`config.mk`:
```
export PLATFORM = sky130hd
export DESIGN_NAME = spsram_swap_ctrl
export DESIGN_NICKNAME = d
export VERILOG_FILES = /design/src/rtl/spsram_swap_ctrl.sv
export SDC_FILE = /design/constraint.sdc
export NUM_CORES = 1
export LEC_CHECK = 0
export CORE_AREA = 2 2 84 86
export DETAILED_ROUTE_END_ITERATION = 12
export DIE_AREA = 0 0 86 88
export PLACE_DENSITY = 0.73
export SETUP_SLACK_MARGIN = 0.4
export SLEW_MARGIN = 20
export SYNTH_ARGS = -nofsm -noshare
export SYNTH_HDL_FRONTEND = slang
export SYNTH_SLANG_ARGS = --single-unit
```
`constraint.sdc`:
```
create_clock -name clk -period 1.9 [get_ports clk]
set_input_delay 0.19 -clock clk [delete_from_list [all_inputs] [get_ports clk]]
set_output_delay 0.19 -clock clk [all_outputs]
set_load 0.01 [all_outputs]
```
`src/rtl/spsram_swap_ctrl.sv`:
```
// spsram_swap_ctrl
//
// Sits between a host and two single-port SRAM banks (A and B) and swaps
// their entire contents on request. When idle, every bank-side signal
// mirrors the matching host signal, so the host uses the banks directly.
// A start pulse runs an RD/WR pair for each address. RD reads both banks
// at idx. WR writes each bank with the word that was just read from the
// other bank. A final DONE cycle follows the last pair. Host traffic is
// dropped for the whole sequence.
//
// Ports
//   clk, rst           clock; asynchronous active-high reset
//   start              swap request, honoured only when idle
//   busy, done         sequence in progress / one-cycle completion pulse
//   h_cs_*, h_we_*     host chip-select / write-enable per bank
//   h_ad_*, h_wd_*     host address / write data per bank
//   cs_*, we_*         bank chip-select / write-enable
//   ad_*, wd_*         bank address / write data
//   rd_*               bank read data (one cycle after a read access)
//   state_dbg          current FSM state, for observation only
//
// Handshake: there is no valid/ready pair. start is a level that is
// sampled on the clock edges where the controller is idle. A start seen
// while busy is high is discarded, not remembered.

module spsram_swap_ctrl #(
  parameter int DEPTH = 8,
  parameter int WIDTH = 32,
  localparam int DEPTH_LOG = $clog2(DEPTH)
) (
  input  logic                 clk,
  input  logic                 rst,
  input  logic                 start,
  output logic                 busy,
  output logic                 done,
  input  logic                 h_cs_a,
  input  logic                 h_we_a,
  input  logic                 h_cs_b,
  input  logic                 h_we_b,
  input  logic [DEPTH_LOG-1:0] h_ad_a,
  input  logic [DEPTH_LOG-1:0] h_ad_b,
  input  logic [WIDTH-1:0]     h_wd_a,
  input  logic [WIDTH-1:0]     h_wd_b,
  output logic                 cs_a,
  output logic                 we_a,
  output logic                 cs_b,
  output logic                 we_b,
  output logic [DEPTH_LOG-1:0] ad_a,
  output logic [DEPTH_LOG-1:0] ad_b,
  output logic [WIDTH-1:0]     wd_a,
  output logic [WIDTH-1:0]     wd_b,
  input  logic [WIDTH-1:0]     rd_a,
  input  logic [WIDTH-1:0]     rd_b,
  output logic [1:0]           state_dbg
);

  typedef enum logic [1:0] {
    IDLE = 2'd0,
    RD   = 2'd1,
    WR   = 2'd2,
    DONE = 2'd3
  } state_t;

  localparam logic [DEPTH_LOG-1:0] LAST_IDX = DEPTH_LOG'(DEPTH - 1);

  state_t               state, state_nx;
  logic [DEPTH_LOG-1:0] idx, idx_nx;

  assign state_dbg = state;

  always_ff @(posedge clk or posedge rst) begin
    if (rst) begin
      state <= IDLE;
      idx   <= '0;
    end else begin
      state <= state_nx;
      idx   <= idx_nx;
    end
  end

  always_comb begin
    state_nx = state;
    idx_nx   = idx;
    busy     = 1'b0;
    done     = 1'b0;
    cs_a     = 1'b0;
    we_a     = 1'b0;
    cs_b     = 1'b0;
    we_b     = 1'b0;
    ad_a     = '0;
    ad_b     = '0;
    wd_a     = '0;
    wd_b     = '0;

    case (state)
      IDLE: begin
        // Reset is asynchronous, so the state register reads IDLE for as
        // long as rst is high. The strobes are gated with rst so that the
        // host cannot reach the banks while reset is asserted.
        cs_a = h_cs_a & ~rst;
        we_a = h_we_a & ~rst;
        cs_b = h_cs_b & ~rst;
        we_b = h_we_b & ~rst;
        ad_a = h_ad_a;
        ad_b = h_ad_b;
        wd_a = h_wd_a;
        wd_b = h_wd_b;
        if (start) begin
          state_nx = RD;
          idx_nx   = '0;
        end
      end

      RD: begin
        busy     = 1'b1;
        cs_a     = 1'b1;
        cs_b     = 1'b1;
        ad_a     = idx;
        ad_b     = idx;
        state_nx = WR;
      end

      WR: begin
        // rd_* returns the words fetched in the preceding RD cycle. Each
        // word is written back into the opposite bank at the same address.
        busy = 1'b1;
        cs_a = 1'b1;
        we_a = 1'b1;
        cs_b = 1'b1;
        we_b = 1'b1;
        ad_a = idx;
        ad_b = idx;
        wd_a = rd_b;
        wd_b = rd_a;
        if (idx == LAST_IDX) begin
          state_nx = DONE;
          idx_nx   = '0;
        end else begin
          state_nx = RD;
          idx_nx   = idx + DEPTH_LOG'(1);
        end
      end

      DONE: begin
        busy     = 1'b1;
        done     = 1'b1;
        state_nx = IDLE;
      end

      default: begin
        state_nx = IDLE;
        idx_nx   = '0;
      end
    endcase
  end

endmodule
```
==> metrics.yaml <==
synth-seq-cells: 5
die_h_um: 88
worst_ep_arrival_time_ns: 1.81
fp.dieArea_um2: 7570
antenna_found_initial: 0
synthCells: 143
grt_use_met2_pct: 36.1
overflow: 0
clkSlewWorstSetupHoldPaths_ns: 0.04
hold_class: "in2async"
dp_hpwl_mm: 5.95
grt_max_degree: 38
status: "complete, but fails checks"
synth_warnings: 0
via_per_inst: 4.73
port-buffer-count: 218
fmax_mhz: 500
grt.busiest_layer: "met2"
place_area_um2: 3530
power_density_nw_per_um2: 1510
worstMarginPinSlew_ns: 0.237
clock-sinks: 5
fin_crit_sh_pct: 105
crit_chain: "ha_4 > nor2_4 > nor2_8 > buf_6 > buf_12 > buf_16 > a22o_1 > buf_6"
slowest_delay_ns: 0.43
endpoint_kind: "output port"
hold_slack_ns: 0.356
cp.required_ns: 1.71
coreArea_um2: 6640
synth_cell_types: 25
cap_violations: 0
setup_ws_ns: -0.0994
setup_violations: 32
slew-limit-headroom_pct: 84.1
drt_first_pass_iters: 4
final_max_slew_viol_count: 0
ctsHoldBuffers: 0
tns_ns: -2.34
crit_top_cell: "buf_6"
cts_buffer_depth: 2
io_pins: 219
yosysSeqAreaShare_pct: 10.4
fin_crit_ns: 2.00
slowest_stage: "dfrtp_2"
rsz0062_at_grt: "yes"
grtUsageTotal_pct: 19.6
skew_ns: 0.00478
root_buffer: "clkbuf_8"
ant_nets: 0
grt_use_met1_pct: 23.1
start_kind: "flip-flop"
diodes: 0
grt_pass1_vias: 2181
vias: 2234
start_util_pct: 18.1
grt_pass1_wl_mm: 11.7
dpl.cell_count: 439
finalInstanceArea_um2: 3840
crit_type: "reg2out"
gp_congestion: 0.814
use_met3_pct: 4.34
syn2layout_area_growth_pct: 219
clock_latency_ns: 0.24
syn_nets: 292
ir_worst_vdd_v: 0.000952
rows: 30
synth.avg_cell_area_um2: 8.41
p_leak_nw: 1.79
cts_tree: "yes"
critPathMaxFanout: 5
instances_no_fill: 472
drive_gt1_share_pct: 39.8
syn-cell-area_um2: 1200
h-tree-depth: 1
final_nets: 542
die_width_um: 86
p_total_w: 0.00580
finalWirelength_mm: 8.32
cts_made_buffers: 3
drt-initial-drc-count: 43
route.detailed.drc: 0
failed_checks: "setup timing"
hold_viol: 0
wl_per_cell_um: 17.6
-- area by class of cell --
class | instances | area (um^2)
Sequential cell | 5 | 128
Multi-Input combinational cell | 118 | 1080
Fill cell | 631 | 2810
Tap cell | 80 | 100
Timing Repair Buffer | 261 | 2460
Clock inverter | 1 | 5.00
Clock buffer | 3 | 41.3
Inverter | 4 | 22.5
-- state kept, by name, summed over array words and instances, names as in the netlist --
name and flops:
idx 3, state_dbg 2
-- metal layers --
metal  share of wire (%)  vias to the layer above
li1                    -                     1072
met1                  38                     1044
met2                  52                      111
met3                 8.9                        7
met4                0.89                        0
met5                   0                        -
-- repair_timing --
action                                  in CTS  in global routing
pin swaps                                    9                  9
buffers inserted                            18                  3
endpoints found under the setup margin      77                 77
cloned                                       7                  1
hold endpoints to repair                     0                  0
resized for setup                          363                 14
-- power by group --
part / switching (W) / internal (W)
clock: 0.0000673 / 0.000142
combinational: 0.00235 / 0.00303
sequential: 0.0000580 / 0.000160
total: 0.00247 / 0.00333
-- kinds of logic (layout without fill, tap and decap cells) --
family	Yosys count	after routing	share of synthesized area, %
AOI/OAI and AO/OA	83	83	58.0
adders and majority gates	8	8	8.32
buffers and inverters	20	269	11.3
DFF	5	5	10.4
muxes	1	1	0.832
and+or+nand+nor	26	26	11.1
-- cell usage after synthesis (all sizes together) --
| cell type | n | area share, % |
|---|---|---|
| a22o | 63 | 49 |
| a21oi | 13 | 5.4 |
| nand2 | 12 | 3.7 |
| buf | 10 | 8.2 |
| nor2 | 9 | 4.8 |
| ha | 8 | 8.3 |
| clkbuf | 6 | 1.9 |
| dfrtp | 5 | 10 |
| inv | 4 | 1.2 |
| o21ai | 3 | 1.2 |
| nor2b | 2 | 1.0 |
| a22oi | 1 | 0.62 |
| a31oi | 1 | 0.52 |
| a32oi | 1 | 0.73 |
| mux2i | 1 | 0.83 |
| nand2b | 1 | 0.52 |
| nand3 | 1 | 0.42 |
| o31ai | 1 | 0.62 |
| or2b | 1 | 0.62 |
-- critical path: cells and delay by family, from the launching register on --
family | cells | cell delay, ns
fa+ha+maj | 1 | 0.19
compound gates | 1 | 0.20
flops | 1 | 0.43
buf+inv | 4 | 0.51
simple gates | 2 | 0.24
-- cell usage in the layout, fill, tap and decap left out, types with 6 or more instances in the layout --
cell type and instances:
buf_4 11, a22o_1 59, buf_2 69, a21oi_2 6
a21oi_1 6, clkdlybuf4s50_1 140, buf_6 24, nor2_1 7
-- per-stage QoR --
step | utilization, % | worst slack, ns
floorplan | - | 0.346
global placement | 53.1 | -0.117
detailed placement | 53.1 | -0.155
CTS | 56.3 | -0.112
global route | 57.8 | -0.152
finish | 57.8 | -0.0994
-- worst paths after layout --
check	from	to	slack, ns	cells after the start
min	rst	idx[0]	0.36	3
min in group clk	idx[0]	idx[0]	0.53	1
max reg2reg	state_dbg[1]	idx[0]	0.31	9
max in group asynchronous	rst	state_dbg[0]	1.42	3
max	state_dbg[1]	wd_b[2]	-0.1	8
min reg2reg	idx[0]	idx[0]	0.53	1
(Power assumes the default switching activity.)
